===== src/rtl/uart_pkg.sv =====
// Shared definitions for the UART transmitter and receiver: FSM states, parity modes and a parity helper.
// The BREAK state exists only when UART_TX_BREAK_EN is defined.
package uart_pkg;

    localparam int MAX_DATA_BITS = 9;

    localparam logic [1:0] PAR_NONE = 2'b00;
    localparam logic [1:0] PAR_EVEN = 2'b01;
    localparam logic [1:0] PAR_ODD  = 2'b10;

    typedef enum logic [2:0] {
        IDLE,
        START,
        DATA,
        PARITY,
        STOP
`ifdef UART_TX_BREAK_EN
        ,
        BREAK
`endif
    } tx_state_t;

    // Narrower words are zero-extended by the caller, which leaves the XOR unchanged
    function automatic logic even_parity(input logic [MAX_DATA_BITS-1:0] d);
        return ^d;
    endfunction

    function automatic logic parity_enabled(input logic [1:0] mode);
        return (mode == PAR_EVEN) || (mode == PAR_ODD);
    endfunction

endpackage


===== src/rtl/uart_tx_frame_if.sv =====
// Valid/ready word stream feeding the UART transmitter.
interface uart_tx_frame_if #(
    parameter int DATA_BITS = 8
);
    logic                 s_valid;
    logic                 s_ready;
    logic [DATA_BITS-1:0] s_data;

    modport master (output s_valid, output s_data, input s_ready);
    modport slave  (input s_valid, input s_data, output s_ready);
endinterface


===== src/rtl/uart_bit_timer.sv =====
// Loadable baud down-counter; bit_done flags the last clk of a bit period.
module uart_bit_timer #(
    parameter int DIV_W = 16
) (
    input  logic             clk,
    input  logic             reset,
    input  logic             load,
    input  logic             en,
    input  logic [DIV_W-1:0] load_val,
    output logic             bit_done
);

    logic [DIV_W-1:0] count;

    always_ff @(posedge clk or posedge reset) begin
        if (reset) begin
            count <= '0;
        end else if (load) begin
            count <= load_val;
        end else if (en && (count != '0)) begin
            count <= count - DIV_W'(1);
        end
    end

    assign bit_done = en && (count == '0);

endmodule


===== src/rtl/uart_tx_frame.sv =====
// Parametrised UART transmitter: start, DATA_BITS data (LSB first), optional parity, 1 or 2 stop bits.
// Optional line-break generation is enabled by defining UART_TX_BREAK_EN.
module uart_tx_frame
    import uart_pkg::*;
#(
    parameter int DATA_BITS = 8,
    parameter int DIV_W     = 16
) (
    input  logic             clk,
    input  logic             reset,
    input  logic [DIV_W-1:0] baud_div,
    input  logic [1:0]       parity_mode,
    input  logic             stop2,
`ifdef UART_TX_BREAK_EN
    input  logic             brk,
`endif
    uart_tx_frame_if.slave   s,
    output logic             tx,
    output logic             tx_busy
);

    localparam int IDX_W = $clog2(DATA_BITS + 1);

    tx_state_t            state;
    logic [DATA_BITS-1:0] shreg;
    logic [IDX_W-1:0]     bit_idx;
    logic [DIV_W-1:0]     cfg_div;
    logic                 par_en;
    logic                 par_bit;
    logic                 cfg_stop2;
    logic                 second_stop;
    logic                 ready_en;
    logic                 bit_done;
    logic                 last_stop_clk;
    logic                 idle_ready;
    logic                 xfer;
    logic                 timer_load;

    assign last_stop_clk = (state == STOP) && bit_done && (!cfg_stop2 || second_stop);

`ifdef UART_TX_BREAK_EN
    logic brk_release;
    logic brk_load;

    assign brk_load   = (state == BREAK) && !brk_release && !brk;
    assign idle_ready = (state == IDLE) && !brk;
    assign timer_load = xfer || bit_done || brk_load;
`else
    assign idle_ready = (state == IDLE);
    assign timer_load = xfer || bit_done;
`endif

    // Ready also in the final stop clk so a waiting word follows with no idle gap
    assign s.s_ready = ready_en && (idle_ready || last_stop_clk);
    assign xfer      = s.s_valid && s.s_ready;

    uart_bit_timer #(
        .DIV_W(DIV_W)
    ) u_timer (
        .clk      (clk),
        .reset    (reset),
        .load     (timer_load),
        .en       (state != IDLE),
        .load_val (xfer ? baud_div : cfg_div),
        .bit_done (bit_done)
    );

    always_ff @(posedge clk or posedge reset) begin
        if (reset) begin
            state       <= IDLE;
            tx          <= 1'b1;
            tx_busy     <= 1'b0;
            shreg       <= '0;
            bit_idx     <= '0;
            cfg_div     <= '0;
            par_en      <= 1'b0;
            par_bit     <= 1'b0;
            cfg_stop2   <= 1'b0;
            second_stop <= 1'b0;
            ready_en    <= 1'b0;
`ifdef UART_TX_BREAK_EN
            brk_release <= 1'b0;
`endif
        end else begin
            ready_en <= 1'b1;
            // A transfer can only happen in IDLE or the last stop clk, so it overrides the state step
            if (xfer) begin
                state       <= START;
                tx          <= 1'b0;
                tx_busy     <= 1'b1;
                shreg       <= s.s_data;
                bit_idx     <= '0;
                cfg_div     <= baud_div;
                par_en      <= parity_enabled(parity_mode);
                par_bit     <= even_parity(MAX_DATA_BITS'(s.s_data)) ^ (parity_mode == PAR_ODD);
                cfg_stop2   <= stop2;
                second_stop <= 1'b0;
            end
`ifdef UART_TX_BREAK_EN
            else if ((state == IDLE) && brk) begin
                state       <= BREAK;
                tx          <= 1'b0;
                tx_busy     <= 1'b1;
                cfg_div     <= baud_div;
                brk_release <= 1'b0;
            end
`endif
            else begin
                case (state)
                    IDLE: begin
                        tx      <= 1'b1;
                        tx_busy <= 1'b0;
                    end
                    START: if (bit_done) begin
                        state   <= DATA;
                        tx      <= shreg[0];
                        shreg   <= shreg >> 1;
                        bit_idx <= IDX_W'(1);
                    end
                    DATA: if (bit_done) begin
                        if (bit_idx == IDX_W'(DATA_BITS)) begin
                            state       <= par_en ? PARITY : STOP;
                            tx          <= par_en ? par_bit : 1'b1;
                            second_stop <= 1'b0;
                        end else begin
                            tx      <= shreg[0];
                            shreg   <= shreg >> 1;
                            bit_idx <= bit_idx + IDX_W'(1);
                        end
                    end
                    PARITY: if (bit_done) begin
                        state       <= STOP;
                        tx          <= 1'b1;
                        second_stop <= 1'b0;
                    end
                    STOP: if (bit_done) begin
                        if (cfg_stop2 && !second_stop) begin
                            second_stop <= 1'b1;
                        end else begin
                            state   <= IDLE;
                            tx      <= 1'b1;
                            tx_busy <= 1'b0;
                        end
                    end
`ifdef UART_TX_BREAK_EN
                    // Hold the line low while brk is high, then one high bit time before IDLE
                    BREAK: begin
                        if (!brk_release) begin
                            if (!brk) begin
                                brk_release <= 1'b1;
                                tx          <= 1'b1;
                            end
                        end else if (bit_done) begin
                            state   <= IDLE;
                            tx_busy <= 1'b0;
                        end
                    end
`endif
                    default: begin
                        state   <= IDLE;
                        tx      <= 1'b1;
                        tx_busy <= 1'b0;
                    end
                endcase
            end
        end
    end

endmodule


===== src/flat_wrapper.sv =====
// flat-port wrapper written by rule: the top's interface ports become plain ports
module uart_tx_frame_flat import uart_pkg::*;
#(
    parameter int DATA_BITS = 8,
    parameter int DIV_W     = 16
)
  (clk, reset, baud_div, parity_mode, stop2, tx, tx_busy, s_s_valid, s_s_data, s_s_ready);
  uart_tx_frame_if #(.DATA_BITS(DATA_BITS)) s_i ();
  input  logic clk;
  input  logic reset;
  input  logic [DIV_W-1:0] baud_div;
  input  logic [1:0] parity_mode;
  input  logic stop2;
  output logic tx;
  output logic tx_busy;
  input wire logic [$bits(s_i.s_valid)-1:0] s_s_valid;
  input wire logic [$bits(s_i.s_data)-1:0] s_s_data;
  output wire logic [$bits(s_i.s_ready)-1:0] s_s_ready;
  assign s_i.s_valid = s_s_valid;
  assign s_i.s_data = s_s_data;
  assign s_s_ready = s_i.s_ready;
  uart_tx_frame #(.DATA_BITS(DATA_BITS), .DIV_W(DIV_W)) u_core (.clk(clk), .reset(reset), .baud_div(baud_div), .parity_mode(parity_mode), .stop2(stop2), .s(s_i), .tx(tx), .tx_busy(tx_busy));
endmodule

===== config.mk =====
export PLATFORM = sky130hd
export DESIGN_NAME = uart_tx_frame_flat
export DESIGN_NICKNAME = d
export VERILOG_FILES = /design/src/rtl/uart_pkg.sv /design/src/rtl/uart_tx_frame_if.sv /design/src/rtl/uart_bit_timer.sv /design/src/rtl/uart_tx_frame.sv /design/src/flat_wrapper.sv
export SDC_FILE = /design/constraint.sdc
export NUM_CORES = 1
export LEC_CHECK = 0
export ABC_AREA = 1
export CAP_MARGIN = 25
export CORE_MARGIN = 5
export CORE_UTILIZATION = 60
export DETAILED_ROUTE_END_ITERATION = 8
export DONT_BUFFER_PORTS = 1
export HOLD_SLACK_MARGIN = 0.05
export PLACE_DENSITY = 0.76
export SLEW_MARGIN = 20
export SYNTH_ARGS = -nofsm -noshare
export SYNTH_HDL_FRONTEND = slang
export SYNTH_SLANG_ARGS = --single-unit

===== constraint.sdc =====
create_clock -name clk -period 3.52 [get_ports clk]
set_clock_uncertainty 0.2 [all_clocks]
set_input_delay 0.528 -clock clk [delete_from_list [all_inputs] [get_ports clk]]
set_output_delay 0.528 -clock clk [all_outputs]
set_load 0.1 [all_outputs]

==> results.json, run 1 <==
{
  "synth_xor_area_share_pct": 4.73,
  "synth_top_area_share_pct": 39.8,
  "synthDistinctLibCells": 34,
  "ys_ff_latch": 54,
  "netlist_area_sq_um": 3330,
  "reg2reg_from": "u_core.u_timer.count[0]",
  "maxCapViolCount": 0,
  "drive_gt1_share_pct": 13.2,
  "clk_pin_slew_ns": 0.09,
  "n_antenna_cell": 0,
  "synth_top_family_by_area": "simple AND/OR/NAND/NOR gates",
  "final_area_sq_um": 3440,
  "gp_congestion": 0.948,
  "grtUsageTotal_pct": 20.4,
  "finalCriticalPeriod_ns": 2.69,
  "cp.arrival_ns": 1.96,
  "vias": 2725,
  "cts_max_level": 2,
  "synth_flop_cell": "dfrtp_1",
  "cts_inserted_buffers": 5,
  "rsz0062_at_grt": "no",
  "p_switching_mw": 0.228,
  "post_cts_buffers": 0,
  "fmax_mhz": 372,
  "slew_viol_final": 0,
  "hold_path_class": "primary input to async pin",
  "finalSetupViolCount": 0,
  "port_buffers": 0,
  "swShare_pct": 21.6,
  "synth_area_leader_cell": "dfrtp_1",
  "ys_async_sr_fraction_pct": 100,
  "synth-simple-area-share_pct": 37.0,
  "synthTopCellsByCount": "nand2_1 (137), dfrtp_1 (53), inv_1 (36)",
  "finalSetupTns_ns": 0,
  "power.internal_mw": 0.831,
  "clock_power_share_pct": 37.9,
  "initial_core_util_pct": 61.3,
  "power.combinational.fraction_pct": 3.2,
  "synth-compound-area-share_pct": 7.13,
  "drc": 0,
  "yosysMostFrequentCell": "nand2_1",
  "dp_hpwl_mm": 4.88,
  "wire_per_inst_um": 13.7,
  "cp-start-kind": "flop",
  "final_antenna_net_count": 0,
  "root_buffer": "clkbuf_8",
  "dieArea_sq_um": 7150,
  "crit_chain": "inv_1, ha_1, nand3_1, nor2_2, nand3_2, nand2_4, nand2_1, inv_1, buf_4",
  "nNetsFinal": 467,
  "cts_tree": "yes",
  "rows": 27,
  "synth-edff-count": 0,
  "cp_slowest_cell": "dfrtp_1",
  "die_w_um": 84.6,
  "drt-pass1-iter-count": 4,
  "syn_avg_cell_area_sq_um": 7.60,
  "die_y_um": 84.6,
  "postPlaceCellArea_sq_um": 3330,
  "fin_crit_sh_pct": 76.4,
  "worst_pin_slew_ns": 0.893,
  "ys_warn_count": 0,
  "syn_nets": 474,
  "antenna_found_initial": 0,
  "nFillCells": 507,
  "critPathMaxStageDelay_ns": 0.40,
  "syn-instance-count": 439,
  "clock_path_buffers": 2,
  "status": "finished clean",
  "startpoint": "u_core.u_timer.count[0]",
  "worst-path-buf-inv": 3,
  "leakagePower_nw": 1.70,
  "synthTopCellsByArea": "dfrtp_1 (40%), nand2_1 (15%), nand3_1 (4.7%)",
  "post_cts_resize_count": 0,
  "cts_sinks": 54,
  "viasPerCell": 5.40,
  "seq_power_share_pct": 58.9,
  "muxShareOfSynthArea_pct": 0,
  "seq_area_frac_synth_pct": 40.6,
  "fin_util_pct": 63.3,
  "p_per_area_nw_per_um2": 308,
  "crit_fanout": 18,
  "endpoint_kind": "primary output",
  "r2r_setup_slack_ns": 0.93,
  "io_pins": 33,
  "hold_viol_final": 0,
  "crit_type": "flop to primary output",
  "drt_wl_total_mm": 6.92,
  "synthAdderAreaFrac_pct": 1.88,
  "drt_iter0_markers": 114,
  "worstPathRequired_ns": 2.79,
  "core-area_sq_um": 5440,
  "r2r_cells": 13,
  "cp_common_cell": "inv_1",
  "postCtsHoldBufs": 0,
  "grt_pass1_wl_mm": 12.0,
  "ir_worst_vdd_v": 0.000328,
  "rr_endpoint": "u_core.shreg[0]",
  "slew_headroom_pct": 40.5,
  "grt_max_degree": 47,
  "grt-ovfl-total": 0,
  "syn2layout_area_growth_pct": 3.26,
  "worstSkewPairLatency_ns": 0.31,
  "critPathTopFamily": "simple AND/OR/NAND/NOR gates",
  "grt_pass1_vias": 2594
}
stage by stage:
step	setup WS [ns]	hold WS (ns)	total power [mW]	std cells
floorplan	0.952	0.237	0.665	439
finish	0.830	0.0750	1.06	505
CTS	0.810	0.115	1.07	505
global route	0.710	0.136	1.10	505
global placement	1.02	0.254	0.670	497
detailed placement	0.949	0.257	0.672	497
cell usage in the layout, fill, tap and decap left out, types with 6 or more instances in the layout:
master    instances
inv_2             7
nor2_1           32
nand2_2          15
o211ai_1          7
nand4_1          23
and2_1            6
o21ai_0          13
clkbuf_8          8
nand3_2           8
inv_1            35
o21ai_1           6
xnor2_1           6
dfrtp_1          53
nand2_1         137
nand3_1          31
xor2_1           12
worst max path at each step:
stage / endpoint / slack [ns] / depth (start not counted)
after global routing: s_s_ready / 0.71 / 9
after global placement: u_core.shreg[0] / 1.02 / 13
after detailed placement: u_core.bit_idx[1] / 0.95 / 12
after CTS: s_s_ready / 0.81 / 9
after floorplan: s_s_ready / 0.95 / 9
final: s_s_ready / 0.83 / 9
layer usage:
metal | part of all wire (%) | global-route usage (%) | vias to the layer above
li1 | - | - | 1386
met1 | 44 | 26.3 | 1285
met2 | 51 | 35.0 | 47
met3 | 4.3 | 3.93 | 7
met4 | 1.0 | 5.61 | 0
met5 | 0 | 0 | -
cells by family after synthesis:
kind of cell    count (synthesis)
xor+xnor                       18
compound gates                 38
buf+inv                        61
simple gates                  262
fa+ha+maj                       5
other cells                     1
flops                          54
area by class of cell:
class | instances | area [sq um] | area share [%]
well taps | 72 | 90.1 | 2.62
clock buffers | 8 | 110 | 3.20
flip-flops and latches | 54 | 1350 | 39.3
repair buffers | 5 | 37.5 | 1.09
multi-input cells | 324 | 1700 | 49.2
inverters | 42 | 158 | 4.58
flip-flops by register name (all words and copies together) (netlist names), 3 cells and up:
name,count
u_core.cfg_div,16
u_core.shreg,8
u_core.bit_idx,4
u_core.u_timer.count,16
u_core.state,3
worst reg2reg max path: cells and delay by family (launching register included):
kind	cells	cell delay, ns
AND/OR/NAND/NOR	8	1.02
buffers and inverters	3	0.64
flip-flops	1	0.40
adder cells (fa/ha/maj)	1	0.19
AO/OA/AOI/OAI	1	0.07
power by group through the flow:
stage | combinational, mW | clock [mW] | sequential [mW]
2_1_floorplan | 0.0321 | 0 | 0.633
4_1_cts | 0.0354 | 0.412 | 0.624
3_3_place_gp | 0.0340 | 0 | 0.636
3_5_place_dp | 0.0351 | 0 | 0.636
6_report | 0.0334 | 0.402 | 0.624
5_1_grt | 0.0388 | 0.441 | 0.625
Power figures use the tool's default switching activity.
==> inputs of run 2 (changes only) <==
--- a/config.mk
+++ b/config.mk
@@ -5,14 +5,14 @@
 export SDC_FILE = /design/constraint.sdc
 export NUM_CORES = 1
 export LEC_CHECK = 0
-export ABC_AREA = 1
+export ABC_AREA = 0
 export CAP_MARGIN = 25
 export CORE_MARGIN = 5
-export CORE_UTILIZATION = 60
+export CORE_UTILIZATION = 57
 export DETAILED_ROUTE_END_ITERATION = 8
 export DONT_BUFFER_PORTS = 1
 export HOLD_SLACK_MARGIN = 0.05
-export PLACE_DENSITY = 0.76
+export PLACE_DENSITY = 0.75
 export SLEW_MARGIN = 20
 export SYNTH_ARGS = -nofsm -noshare
 export SYNTH_HDL_FRONTEND = slang
==> constraint.sdc (replaced) <==
create_clock -name clk -period 2.24 [get_ports clk]
set_clock_uncertainty 0.2 [all_clocks]
set_input_delay 0.336 -clock clk [delete_from_list [all_inputs] [get_ports clk]]
set_output_delay 0.336 -clock clk [all_outputs]
set_load 0.1 [all_outputs]
==> results.json, run 2 <==
{
  "synth_top_area_share_pct": 41.5,
  "nFillCells": 338,
  "dieArea_sq_um": 7210,
  "syn-instance-count": 343,
  "netlist_area_sq_um": 3200,
  "violations": "setup timing",
  "drc": 0,
  "final_cells": 501,
  "vias": 3133,
  "root_buffer": "clkbuf_8",
  "grt-ovfl-total": 0,
  "grtUsageTotal_pct": 25.9,
  "nNetsFinal": 463,
  "power.combinational.fraction_pct": 5.0,
  "ys_warn_count": 0,
  "ir_worst_vdd_v": 0.000559,
  "setup_slack_ns": -0.315,
  "clk_pin_slew_ns": 0.10,
  "leakagePower_nw": 1.95,
  "gp_congestion": 0.962,
  "worst_pin_slew_ns": 0.553,
  "synthTopCellsByArea": "dfrtp_1 (41%), nand2_1 (7.0%), mux2_2 (6.0%)",
  "grt_pass1_wl_mm": 15.0,
  "drt_iter0_markers": 266,
  "clock_path_buffers": 2,
  "top_regs": "u_core.cfg_div x16, u_core.u_timer.count x16, u_core.shreg x8",
  "n_antenna_cell": 0,
  "seq_power_share_pct": 52.1,
  "fmax_mhz": 391,
  "clock_power_share_pct": 42.9,
  "cts_sinks": 54,
  "seq_area_frac_synth_pct": 42.3,
  "antenna_found_initial": 0,
  "synthDistinctLibCells": 67,
  "fin_crit_sh_pct": 114,
  "port_buffers": 0,
  "layout_commonest_cell": "buf_4",
  "rsz0062_at_grt": "yes",
  "ys_async_sr_fraction_pct": 100,
  "syn2layout_area_growth_pct": 36.4,
  "wire_per_inst_um": 18.7,
  "cp-start-kind": "flop",
  "top_layer_used": "met4",
  "finalCriticalPeriod_ns": 2.56,
  "cts_tree": "yes",
  "endpoint_kind": "primary output",
  "synthTopCellsByCount": "nand2_1 (60), dfrtp_1 (53), a21oi_1 (19), nor2_1 (19), o21ai_0 (19)",
  "ys_ff_latch": 54,
  "status": "finished, violations left",
  "die_y_um": 84.9,
  "swShare_pct": 19.9,
  "final_antenna_net_count": 0,
  "fin_util_pct": 79.7,
  "regArea_sq_um": 1360,
  "multi_input_comb_area_sq_um": 1860,
  "io_pins": 33,
  "most-common-layout-cells": "buf_4 (64), nand2_1 (58), dfrtp_1 (51)",
  "slew_headroom_pct": 62.8,
  "power.internal_mw": 1.50,
  "core-area_sq_um": 5470,
  "wl_met3_um": 785,
  "syn_avg_cell_area_sq_um": 9.32,
  "p_switching_mw": 0.372,
  "synth_flop_cell": "dfrtp_1",
  "met2WireLength_mm": 4.31,
  "cts_inserted_buffers": 5,
  "yosysMostFrequentCell": "nand2_1",
  "viasPerCell": 6.25,
  "cp.arrival_ns": 2.02,
  "hold_viol_final": 0,
  "dp.cells": 461,
  "dp_hpwl_mm": 6.25,
  "slew_viol_final": 0,
  "grt_pass1_vias": 3077,
  "drt_wl_total_mm": 9.34,
  "pre_cts_slack_ns": -0.0948,
  "syn_nets": 378,
  "cts_max_level": 2,
  "drive_gt1_share_pct": 31.5,
  "finalSetupViolCount": 33,
  "p_per_area_nw_per_um2": 429,
  "wl_met1_mm": 3.95,
  "worstPathRequired_ns": 1.70,
  "die_w_um": 84.9,
  "maxCapViolCount": 0,
  "worstSkewPairLatency_ns": 0.31,
  "crit_fanout": 4,
  "synth_area_leader_cell": "dfrtp_1",
  "hold_path_class": "primary input to flop",
  "drt-pass1-iter-count": 5,
  "grt_max_degree": 33,
  "crit_type": "flop to primary output",
  "synth-edff-count": 0,
  "initial_core_util_pct": 58.4,
  "rows": 27
}
## run 2: cell count changes in the layout (fill, tap and decap cells not counted), moves of 10 or more
cell	delta
mux2_4	+14
a21oi_1	+16
nor2_1	-14
dlygate4sd3_1	+21
nand3_1	-20
nand2_2	-14
nand2_1	-79
nand4_1	-16
xor2_1	-10
buf_4	+59
inv_1	-24
## run 2: cell type report
class / instances / share of cell area [%]
Multi-Input combinational cell: 258 / 42.6
Sequential cell: 54 / 31.1
Timing Repair Buffer: 97 / 20.0
Tap cell: 72 / 2.07
Clock buffer: 6 / 1.89
Clock inverter: 2 / 1.38
Inverter: 12 / 1.03
## run 2: cells by family (layout without fill, tap and decap cells)
kind of cell | Yosys count | count (layout) | share of synthesized area [%]
buffers and inverters | 32 | 117 | 5.05
flip-flops | 54 | 54 | 42.3
AND/OR/NAND/NOR | 133 | 133 | 21.3
AO/OA/AOI/OAI | 87 | 88 | 19.1
multiplexers | 21 | 21 | 7.39
adder cells (fa/ha/maj) | 5 | 5 | 1.96
XOR/XNOR | 10 | 10 | 2.74
other | 1 | 1 | 0.117
## run 2: power groups by stage
stage | Sequential, mW | Combinational, mW | Clock (mW)
final | 0.976 | 0.0932 | 0.803
after CTS | 0.976 | 0.0920 | 0.808
after global routing | 0.977 | 0.104 | 0.851
after detailed placement | 0.995 | 0.0615 | 0
after floorplan | 0.995 | 0.0445 | 0
after global placement | 0.995 | 0.0595 | 0
## run 2: worst max-delay path, cell delays in order (launching register included)
cell and delay [ns]:
dfrtp_1 0.46, nor4_4 0.33, and4_1 0.25, buf_6 0.11, nand2_4 0.05, o21ai_4 0.14
and3_4 0.20, buf_12 0.17
## run 2: path summary, 6_finish.rpt
path,endpoint,from,slack (ns),depth (start not counted)
setup / recovery,s_s_ready,u_core.u_timer.count[8],-0.32,7
hold / removal,u_core.u_timer.count[1],baud_div[1],0.06,2
setup reg to reg,u_core.u_timer.count[12],u_core.u_timer.count[8],-0.21,7
hold reg to reg,u_core.cfg_div[11],u_core.cfg_div[11],0.27,2
max in group asynchronous,u_core.cfg_div[4],reset,0.99,3
min in group asynchronous,u_core.shreg[5],reset,0.31,2
## run 2: through the flow
step,TNS (ns),cell area (sq um),hold WS [ns],power [mW]
after floorplan,-0.443,3280,0.230,1.04
after global placement,-0.369,3770,0.0744,1.05
after detailed placement,-0.576,3770,0.0834,1.06
after CTS,-1.85,4220,0.0548,1.88
after global routing,-5.39,4360,0.0623,1.93
final,-3.54,4360,0.0588,1.87
## run 2: repair_timing
action / in CTS / in global routing
resized for setup: 11 / 23
setup endpoints to repair: 16 / 37
cloned: 2 / 0
buffers inserted: 2 / 7
pin swaps: 5 / 14
endpoints found under the hold margin: 50 / 1
hold buffers: 20 / 1
## run 2: per-layer routing
metal / global-route usage [%] / vias to the layer above
met5: 0 / -
met4: 8.92 / 0
met3: 5.34 / 38
met2: 40.6 / 161
met1: 35.8 / 1504
li1: - / 1430
==> inputs of run 3 (changes only) <==
--- a/config.mk
+++ b/config.mk
@@ -8,12 +8,13 @@
 export ABC_AREA = 0
 export CAP_MARGIN = 25
 export CORE_MARGIN = 5
-export CORE_UTILIZATION = 57
+export CORE_UTILIZATION = 60
 export DETAILED_ROUTE_END_ITERATION = 8
 export DONT_BUFFER_PORTS = 1
 export HOLD_SLACK_MARGIN = 0.05
-export PLACE_DENSITY = 0.75
+export PLACE_DENSITY = 0.76
 export SLEW_MARGIN = 20
 export SYNTH_ARGS = -nofsm -noshare
 export SYNTH_HDL_FRONTEND = slang
 export SYNTH_SLANG_ARGS = --single-unit
+export TNS_END_PERCENT = 10
==> constraint.sdc (replaced) <==
create_clock -name clk -period 2.5 [get_ports clk]
set_clock_uncertainty 0.2 [all_clocks]
set_input_delay 0.375 -clock clk [delete_from_list [all_inputs] [get_ports clk]]
set_output_delay 0.375 -clock clk [all_outputs]
set_load 0.1 [all_outputs]
==> results.json, run 3 (synthesis gave the netlist of run 2 again) <==
{
  "syn2layout_area_growth_pct": 22.0,
  "most-common-layout-cells": "nand2_1 (59), dfrtp_1 (51), buf_4 (48)",
  "r2r_setup_slack_ns": 0.06,
  "r2r_cells": 6,
  "fmax_mhz": 401,
  "crit_chain": "nor4_4, and4_4, nand2_2, o21ai_2, and3_4, buf_12",
  "ir_worst_vdd_v": 0.000357,
  "leakagePower_nw": 1.72,
  "holdPathStages": 2,
  "nFillCells": 387,
  "root_buffer": "clkbuf_8",
  "crit_type": "flop to primary output",
  "n_antenna_cell": 0,
  "regArea_sq_um": 1360,
  "clock_power_share_pct": 38.1,
  "pre_cts_slack_ns": 0.0942,
  "port_buffers": 0,
  "endpoint_kind": "primary output",
  "swShare_pct": 21.1,
  "antenna_found_initial": 0,
  "dp_hpwl_mm": 5.88,
  "slew_headroom_pct": 65.8,
  "top_regs": "u_core.cfg_div x16, u_core.u_timer.count x16, u_core.shreg x8",
  "clk_pin_slew_ns": 0.10,
  "worstSkewPairLatency_ns": 0.32,
  "whs_endpoint": "u_core.u_timer.count[1]",
  "cts_max_level": 2,
  "worst_pin_slew_ns": 0.514,
  "layout_commonest_cell": "nand2_1",
  "rr_endpoint": "u_core.shreg[4]",
  "rsz0062_at_grt": "yes",
  "worstPathRequired_ns": 1.92,
  "gp_congestion": 0.988,
  "finalSetupViolCount": 0,
  "initial_core_util_pct": 62.2,
  "critPathMaxStageDelay_ns": 0.43,
  "grt_pass1_wl_mm": 14.4,
  "wire_per_inst_um": 17.5,
  "nNetsFinal": 434,
  "final_antenna_net_count": 0,
  "grt-ovfl-total": 0,
  "finalCriticalPeriod_ns": 2.50,
  "dieArea_sq_um": 6890,
  "dp.cells": 437,
  "crit_fanout": 2,
  "maxCapViolCount": 0,
  "postPlaceCellArea_sq_um": 3530,
  "status": "finished clean",
  "clock_path_buffers": 2,
  "cts_inserted_buffers": 5,
  "io_pins": 33,
  "hold_path_class": "primary input to flop",
  "cp.arrival_ns": 1.92,
  "drt-pass1-iter-count": 5,
  "fin_crit_sh_pct": 99.9,
  "grt_max_degree": 55,
  "drc": 0,
  "grt_pass1_vias": 2954,
  "min_from": "baud_div[1]",
  "grtUsageTotal_pct": 25.2,
  "setup_slack_ns": 0.00312,
  "drt_iter0_markers": 289,
  "die_y_um": 83.0,
  "power.internal_mw": 1.21,
  "final_area_sq_um": 3900,
  "slew_viol_final": 0,
  "fin_util_pct": 75.9,
  "p_switching_mw": 0.324,
  "core-area_sq_um": 5140,
  "final_cells": 470,
  "drt_wl_total_mm": 8.24,
  "power.combinational.fraction_pct": 5.0,
  "die_w_um": 83.0,
  "reg2reg_from": "u_core.u_timer.count[3]",
  "drive_gt1_share_pct": 24.8,
  "p_per_area_nw_per_um2": 394,
  "cts_tree": "yes",
  "cp_slowest_cell": "dfrtp_2",
  "viasPerCell": 6.16,
  "seq_power_share_pct": 56.9,
  "multi_input_comb_area_sq_um": 1710,
  "rows": 26,
  "cp-start-kind": "flop",
  "vias": 2894,
  "hold_viol_final": 0,
  "cts_sinks": 54
}
## run 3: worst max path at each step
stage | from | slack [ns] | cells past startpoint | end
2_1_floorplan | u_core.u_timer.count[6] | 0.06 | 7 | s_s_ready
3_3_place_gp | u_core.u_timer.count[4] | 0.14 | 6 | u_core.shreg[6]
3_5_place_dp | u_core.u_timer.count[4] | 0.09 | 6 | u_core.shreg[1]
4_1_cts | u_core.u_timer.count[3] | -0.01 | 6 | s_s_ready
5_1_grt | u_core.u_timer.count[3] | -0.08 | 6 | s_s_ready
6_report | u_core.u_timer.count[3] | 0.003 | 6 | s_s_ready
## run 3: stage by stage
| step | hold slack [ns] | power [mW] | TNS [ns] |
|---|---|---|---|
| 2_1_floorplan | 0.230 | 0.931 | 0 |
| 3_3_place_gp | 0.132 | 0.944 | 0 |
| 3_5_place_dp | 0.134 | 0.944 | 0 |
| 4_1_cts | 0.0555 | 1.55 | -0.0140 |
| 5_1_grt | 0.0636 | 1.60 | -0.243 |
| 6_report | 0.0586 | 1.54 | 0 |
## run 3: timing repair
action / in CTS / in global routing
pin swaps: 3 / 2
hold buffers: 19 / 0
buffers inserted: 3 / 3
hold endpoints to repair: 77 / 0
gates resized for setup: 6 / 3
endpoints found under the setup margin: 1 / 15
## run 3: cell type report
type / instances / area share [%]
well taps: 70 / 2.24
repair buffers: 69 / 15.1
flip-flops and latches: 54 / 34.7
multi-input cells: 257 / 43.9
clock inverters: 2 / 0.962
clock buffers: 6 / 1.86
inverters: 12 / 1.15
## run 3: routing by layer
| metal | vias up | part of all wire [%] | global-route usage [%] |
|---|---|---|---|
| met5 | - | 0 | 0 |
| met4 | 0 | 2.3 | 9.36 |
| met3 | 20 | 6.3 | 5.25 |
| met2 | 112 | 46 | 39.5 |
| met1 | 1403 | 45 | 34.4 |
| li1 | 1359 | - | - |
## run 3: power by group through the flow
stage	sequential, mW	clock [mW]	combinational [mW]
after detailed placement	0.892	0	0.0522
after CTS	0.875	0.601	0.0783
final	0.875	0.585	0.0775
after global routing	0.875	0.642	0.0847
after floorplan	0.892	0	0.0394
after global placement	0.892	0	0.0519
## run 3: critical path, delay by kind of cell (launching register included)
family / cells / cell delay (ns)
AND/OR/NAND/NOR: 4 / 0.86
flip-flops: 1 / 0.43
AO/OA/AOI/OAI: 1 / 0.15
buffers and inverters: 1 / 0.17
